**src/rtl/alu_pkg.sv**
```systemverilog
`default_nettype none
// ============================================================================
//  Module      : alu_pkg
//  Description : Shared types for the RV32I execute-stage ALU: operation
//                select codes, shifter modes and the default datapath width.
//  Revision    : 1.0 - initial release
// ============================================================================
package alu_pkg;

    localparam int XLEN_DEFAULT = 32;

    typedef enum logic [3:0] {
        ALU_ADD  = 4'b0000,
        ALU_SUB  = 4'b0001,
        ALU_SLL  = 4'b0010,
        ALU_SLT  = 4'b0100,
        ALU_SLTU = 4'b0110,
        ALU_XOR  = 4'b1000,
        ALU_SRL  = 4'b1010,
        ALU_SRA  = 4'b1011,
        ALU_OR   = 4'b1100,
        ALU_AND  = 4'b1110
    } alu_sel_e;

    localparam logic [1:0] C_SHIFT_SLL = 2'b00;
    localparam logic [1:0] C_SHIFT_SRL = 2'b01;
    localparam logic [1:0] C_SHIFT_SRA = 2'b10;

endpackage : alu_pkg
`default_nettype wire

```
**src/rtl/alu_shifter.sv**
```systemverilog
`default_nettype none
// ============================================================================
//  Module      : alu_shifter
//  Description : Combinational barrel shifter for SLL / SRL / SRA on a
//                32-bit operand with a 5-bit shift amount.
//  Revision    : 1.0 - initial release
// ============================================================================
module alu_shifter
    import alu_pkg::*;
#(
    parameter int XLEN = XLEN_DEFAULT
) (
    input  logic [XLEN-1:0] data,
    input  logic [4:0]      shamt,
    input  logic [1:0]      mode,
    output logic [XLEN-1:0] result
);

    always_comb begin
        result = '0;
        case (mode)
            C_SHIFT_SLL: result = data << shamt;
            C_SHIFT_SRL: result = data >> shamt;
            C_SHIFT_SRA: result = $unsigned($signed(data) >>> shamt);
            default:     result = '0;
        endcase
    end

endmodule : alu_shifter
`default_nettype wire

```
**src/rtl/alu_logic.sv**
```systemverilog
`default_nettype none
// ============================================================================
//  Module      : alu_logic
//  Description : RV32I integer ALU with a registered result (1-cycle latency).
//                Optional macro ALU_FLAGS_EN adds registered zero/neg flags.
//  Revision    : 1.0 - initial release
// ============================================================================
module alu_logic
    import alu_pkg::*;
#(
    parameter int XLEN = XLEN_DEFAULT
) (
    input  logic            clk,
    input  logic            rst,
    input  logic [XLEN-1:0] data1,
    input  logic [XLEN-1:0] data2,
    input  logic [3:0]      ALUSel,
`ifdef ALU_FLAGS_EN
    output logic            zero,
    output logic            neg,
`endif
    output logic [XLEN-1:0] ALUop
);

    logic [XLEN-1:0] w_result;
    logic [XLEN-1:0] w_shift_result;
    logic [1:0]      w_shift_mode;
    logic [XLEN-1:0] r_aluop;

    always_comb begin
        w_shift_mode = C_SHIFT_SLL;
        if (ALUSel == ALU_SRL)
            w_shift_mode = C_SHIFT_SRL;
        else if (ALUSel == ALU_SRA)
            w_shift_mode = C_SHIFT_SRA;
    end

    alu_shifter #(
        .XLEN   (XLEN)
    ) u_shifter (
        .data   (data1),
        .shamt  (data2[4:0]),
        .mode   (w_shift_mode),
        .result (w_shift_result)
    );

    // Unassigned select codes fall through to zero.
    always_comb begin
        w_result = '0;
        case (ALUSel)
            ALU_ADD:  w_result = data1 + data2;
            ALU_SUB:  w_result = data1 - data2;
            ALU_SLL,
            ALU_SRL,
            ALU_SRA:  w_result = w_shift_result;
            ALU_SLT:  w_result = {{(XLEN-1){1'b0}}, ($signed(data1) < $signed(data2))};
            ALU_SLTU: w_result = {{(XLEN-1){1'b0}}, (data1 < data2)};
            ALU_XOR:  w_result = data1 ^ data2;
            ALU_OR:   w_result = data1 | data2;
            ALU_AND:  w_result = data1 & data2;
            default:  w_result = '0;
        endcase
    end

    always_ff @(posedge clk) begin
        if (rst)
            r_aluop <= '0;
        else
            r_aluop <= w_result;
    end

    assign ALUop = r_aluop;

`ifdef ALU_FLAGS_EN
    logic r_zero;
    logic r_neg;

    always_ff @(posedge clk) begin
        if (rst) begin
            r_zero <= 1'b0;
            r_neg  <= 1'b0;
        end else begin
            r_zero <= (w_result == '0);
            r_neg  <= w_result[XLEN-1];
        end
    end

    assign zero = r_zero;
    assign neg  = r_neg;
`endif

endmodule : alu_logic
`default_nettype wire

```
**config.mk**
```make
export PLATFORM = sky130hd
export DESIGN_NAME = alu_logic
export DESIGN_NICKNAME = d
export VERILOG_FILES = /design/src/rtl/alu_pkg.sv /design/src/rtl/alu_shifter.sv /design/src/rtl/alu_logic.sv
export SDC_FILE = /design/constraint.sdc
export NUM_CORES = 1
export LEC_CHECK = 0
export BUFFER_PORTS_ARGS = -buffer_cell sky130_fd_sc_hd__buf_2
export CORE_MARGIN = 2
export CORE_UTILIZATION = 43
export CTS_CLUSTER_DIAMETER = 60
export CTS_CLUSTER_SIZE = 30
export DETAILED_ROUTE_END_ITERATION = 7
export PLACE_DENSITY_LB_ADDON = 0.3
export SETUP_SLACK_MARGIN = 0.3
export SYNTH_ARGS = -nofsm -noshare
export SYNTH_HDL_FRONTEND = slang
export SYNTH_HIERARCHICAL = 1
export SYNTH_SLANG_ARGS = --single-unit
```
**constraint.sdc**
```tcl
create_clock -name clk -period 3.7 [get_ports clk]
set_input_delay 0.37 -clock clk [delete_from_list [all_inputs] [get_ports clk]]
set_output_delay 0.37 -clock clk [all_outputs]
set_load 0.05 [all_outputs]
```
## After elaboration in Yosys (flattened, before gate mapping)

Cells that the tools add are included.

| storage, ports and cells | value |
|---|---|
| flip-flop bits (word level) | 32 |
| output and inout bits | 32 |
| logic and storage cells | 29 |

| operators by class | value |
|---|---|
| add/sub/neg operators | 2 |
| magnitude comparators | 2 |
| eq/ne operators | 11 |
| shift-type cells | 3 |
| multiplexer cells | 4 |
| bitwise logic cells | 3 |
| reductions and logical operators | 3 |

Operators with widths:

| kind | number |
|---|---|
| case mux 32 bit (8 select lines) | 1 |
| case mux 32 bit (3 select lines) | 1 |
| < comparator 32 bit | 2 |
| adder 32 bit | 1 |
| bitwise AND 32 bit | 1 |
| OR 32 bit | 1 |
| << shifter 32 x 5 -> 32 bit | 1 |
| >> shifter 32 x 5 -> 32 bit | 1 |
| >>> shifter 32 x 5 -> 32 bit | 1 |
| subtractor 32 bit | 1 |
| bitwise XOR 32 bit | 1 |
| equality test 4 bit, second input constant | 5 |
| equality test 4 x 3 -> 1 bit, second input constant | 2 |
| equality test 4 x 1 -> 1 bit, second input constant | 1 |
| equality test 4 x 2 -> 1 bit, second input constant | 1 |
| zero test 4 bit | 1 |
| two-way mux 2 bit | 2 |
| OR reduction 3 bit | 1 |
| equality test 2 x 1 -> 1 bit, second input constant | 1 |
| equality test 2 bit, second input constant | 1 |
| zero test 2 bit | 1 |

## Depth between registers and ports, before layout

| depth | value |
|---|---|
| depth in word-level cells | 6 |
| mapped depth | 16 |
| mapped depth without buffers | 13 |

## Cells and area by module

The synthesis kept the hierarchy.

Modules (own cells, without submodules):

| module | instances | cells an instance | area each (µm²) |
|---|---|---|---|
| alu_logic | 1 | 852 | 6032.0 |
| alu_shifter | 1 | 490 | 4124.0 |

## Worst setup path before layout

Ideal clock, no wire load.

| timing | value |
|---|---|
| path type | input to register |
| start | input ALUSel[1] |
| end | register r_aluop[13], in the netlist ALUop[13] |
| arrival | 3.315 ns |
| data required time | 3.630 ns |
| setup slack | 0.315 ns |
| stages | 14 |
| path buffers | 2 |
| cell sequence | clkbuf_1 -> inv_1 -> nor4_1 -> buf_2 -> nor2b_1 -> o21ai_0 -> o32ai_1 -> o21ai_0 -> o22ai_1 -> a221oi_1 -> o2111ai_1 -> a21oi_1 -> a31o_2 -> a21oi_1 |

| between the ends | value |
|---|---|
| elaborated cells between the ends (all ways) | 18 |

RTL lines:

| element | line | RTL |
|---|---|---|
| from (decl) | alu_logic.sv:17 | `input logic [3:0] ALUSel,` |
| equality test 4 bit (*) | alu_logic.sv:32 | `if (ALUSel == ALU_SRL)` |
| two-way mux 2 bit (*) | alu_logic.sv:32 |  |
| via w_shift_mode[0] | alu_logic.sv:27 | `logic [1:0] w_shift_mode;` |
| equality test 2 bit, or another cell as far along | alu_shifter.sv:21 | `case (mode)` |
| case mux 32 bit (3 select lines) (*) | alu_shifter.sv:21 |  |
| via w_shift_result[13] | alu_logic.sv:26 | `logic [XLEN-1:0] w_shift_result;` |
| case mux 32 bit (8 select lines) (*) | alu_logic.sv:50 | `case (ALUSel)` |
| to (signal assigned) | alu_logic.sv:69 | `r_aluop <= w_result;` |
| to (decl) | alu_logic.sv:28 | `logic [XLEN-1:0] r_aluop;` |

Mark *: on every way through the listed nets, which the timed path passes. The rest lies on a longest branch.
A chain may end at the register's enable or synchronous reset.

## Worst setup path after layout

| timing | value |
|---|---|
| start | input data2[0] |
| end | register r_aluop[24], in the netlist ALUop[24] |

| between the ends | value |
|---|---|
| longest elaborated chain between the ends | 3 |
| elaborated cells between the ends (all ways) | 7 |

Ends and longest elaborated chain:

| element | line | RTL |
|---|---|---|
| from (decl) | alu_logic.sv:16 | `input logic [XLEN-1:0] data2,` |
| >>> shifter 32 x 5 -> 32 bit, or another cell as far along | alu_shifter.sv:24 | `C_SHIFT_SRA: result = $unsigned($signed(data) >>> shamt);` |
| case mux 32 bit (3 select lines) (*) | alu_shifter.sv:21 |  |
| via w_shift_result[24] | alu_logic.sv:26 |  |
| case mux 32 bit (8 select lines) (*) | alu_logic.sv:50 |  |

Marked as above.

==> impl_metrics.ini <==
[setup_path]
worstSetupStartpointType = input port
worst_ep_required_time_ns = 3.83
crit_path_end_kind = register
crit_type = input port to register
cp_max_fo = 12
worst_ep_arrival_time_ns = 3.34

[clock_network]
total_of_hold_buffers_inserted_after_clock_tree_synthesis = 0
htree_levels = 2
clock_tree_sinks = 32
numCtsBuffers = 5
cts_setup_buffers = 0
cts.repair.resized = 0
clock_tree_from_tritoncts = built
root_buffer = sky130_fd_sc_hd__clkbuf_16
clk_path_buf_depth = 2
cts.reportedPaths.clkPinSlew_ns = 0.06

[cells_and_area]
synthToLayoutAreaGrowth_pct = 12.8
final_nets = 1603
nFillCells = 2345
final_layout_size_suffix_gt1_frac = 0.202
largest_reg_flops = 32
insertedDiodeCount = 0

[global_routing]
groute.usage.overall = 0.355
number_of_antenna_violations_at_the_first_check_in_global_routing = 0
grt-ovfl-total = 0
grt_pass1_wl_um = 67500
maximum_number_of_pins_on_one_net_before_global_route_repair = 61
grt_pass1_vias = 10976

[timing]
max_freq_mhz = 311
final_hold_violation_count = 0
grt_setup_unrepaired = false
maxSlewHeadroom = 0.414
fin_crit_ns = 3.21
pins_over_slew_limit = 0
setup_total_negative_slack_ns = 0
tightestPinTransition_ns = 0.879
post-route-worst-setup-slack_ns = 0.488
final-setup-viol-count = 0
share_of_the_cycle_needed_by_the_critical_path_after_routing = 0.868

[yosys]
synth_area_leader_cell = sky130_fd_sc_hd__ha_1
number_of_enable_flip_flop_cells_after_synthesis = 0
synth_async_sr_flop_share = 0
post_synth_inst_count = 1342
synth.ff_latch_count = 32
synthesis.nets = 1519
synth_warnings = 6
mappedNetlistArea_um2 = 10200
synth_largest_type_area_fraction = 0.129
synth_commonest_cells = 121 x sky130_fd_sc_hd__nand2_1, 107 x sky130_fd_sc_hd__nor2_1, 106 x sky130_fd_sc_hd__inv_1
ys_seq_area_frac = 0.0631
leading_post_synthesis_cells_by_cell_area = sky130_fd_sc_hd__ha_1 13%, sky130_fd_sc_hd__mux4_2 11%, sky130_fd_sc_hd__dfxtp_1 6.3%
syn-mean-instance-area_um2 = 7.57
dominant_register_cell_in_the_synthesized_netlist = sky130_fd_sc_hd__dfxtp_1
yosysUniqueCellTypes = 87
yosys.cell_count.top_type = sky130_fd_sc_hd__nand2_1

[status]
status = finished clean

[place]
place.gp.congestion = 1.06
detailedPlacementHpwl_um = 34500
io_buffer_count = 101
pre_cts_setup_slack_ns = 0.140

[power_and_ir_drop]
cellLeakagePower_nw = 5.07
maximum_vdd_drop_mv = 0.130
p_per_area_nw_per_um2 = 220

[routing]
total_vias_in_the_final_route = 11822
drt_first_iter_violations = 1467
antenna_violating_nets_post_route = 0
final_wl_um = 44800
drt_drc_violations_left = 0
detail_route.first_pass.iterations = 6
avgRoutedWirePerCell_um = 25.7
avgViaCountPerCell = 6.77

[floorplan]
floorplan.rows = 56
floorplan_die_area_um2 = 24900
initial_utilization = 0.435
top_level_ports = 102
die_height_um = 158
die_width_um = 158
core_um2 = 23300

[run]
maxCapViolCount = 0

[min_path]
hold_path.class = input port to register
metal layers:
layer / wire length, um / track usage
met1: 18600 / 0.487
met2: 20100 / 0.564
met3: 4110 / 0.0490
met5: 0 / 0
met4: 2010 / 0.137
power by group:
part	total [mW]	switching (mW)	internal, mW
logic	1.73	1.10	0.631
registers	0.374	0.00662	0.368
clock network	0.423	0.178	0.245
total	2.53	1.28	1.24
kinds of logic (layout without fill, tap and decap cells):
group	after synthesis	in the layout	synth area share
buffers and inverters	214	298	0.0918
flip-flops	32	32	0.0631
XOR/XNOR	22	22	0.0190
multiplexers	137	137	0.215
adder cells (fa/ha/maj)	107	107	0.133
AO/OA/AOI/OAI	438	438	0.296
AND/OR/NAND/NOR	392	392	0.182
worst max-delay path, cell delays in order:
cell and delay, ns:
sky130_fd_sc_hd__buf_2 0.15, sky130_fd_sc_hd__buf_4 0.28, sky130_fd_sc_hd__mux4_2 0.57, sky130_fd_sc_hd__mux2i_1 0.40, sky130_fd_sc_hd__nand2_1 0.13, sky130_fd_sc_hd__nand3_1 0.13, sky130_fd_sc_hd__o221ai_1 0.14, sky130_fd_sc_hd__a221o_1 0.38
sky130_fd_sc_hd__or3_1 0.34, sky130_fd_sc_hd__a21oi_1 0.17, sky130_fd_sc_hd__nor2_1 0.06, sky130_fd_sc_hd__a21oi_1 0.13, sky130_fd_sc_hd__o22ai_1 0.09
cell type report:
| class | count | area (um2) | area share |
|---|---|---|---|
| sequential | 32 | 641 | 0.0559 |
| inverter | 108 | 405 | 0.0354 |
| timing repair buffer | 183 | 1250 | 0.109 |
| clock inverter | 1 | 5.00 | 0.000437 |
| multi-input combinational | 1096 | 8620 | 0.753 |
| clock buffer | 6 | 129 | 0.0113 |
| tap | 319 | 399 | 0.0348 |
final timing paths:
| check | startpoint | end | slack, ns | cells past startpoint |
|---|---|---|---|---|
| worst max-delay path | data2[0] | ALUop[24]$_SDFF_PP0_ | 0.49 | 13 |
| worst min-delay path | rst | ALUop[0]$_SDFF_PP0_ | 0.40 | 3 |
layout by cell type (no fill, tap or decap), types with 33 or more instances in the layout:
master,count
sky130_fd_sc_hd__nand3_1,37
sky130_fd_sc_hd__nor2_1,106
sky130_fd_sc_hd__mux4_2,49
sky130_fd_sc_hd__o21ai_0,87
sky130_fd_sc_hd__ha_1,105
sky130_fd_sc_hd__buf_2,100
sky130_fd_sc_hd__a221oi_1,33
sky130_fd_sc_hd__mux2i_1,59
sky130_fd_sc_hd__buf_4,72
sky130_fd_sc_hd__nand2_1,121
sky130_fd_sc_hd__a21oi_1,98
sky130_fd_sc_hd__inv_1,106
stage by stage:
stage	hold WS, ns	total power [mW]	area (um2)	utilization	instances
after detailed placement	0.692	2.05	11300	0.485	1738
after global placement	0.703	2.05	11300	0.485	1738
after floorplan	0.570	1.49	10200	-	1342
final	0.404	2.53	11500	0.491	1745
after global routing	0.419	2.65	11500	0.491	1745
after CTS	0.407	2.47	11400	0.490	1745
(Power assumes the default switching activity.)
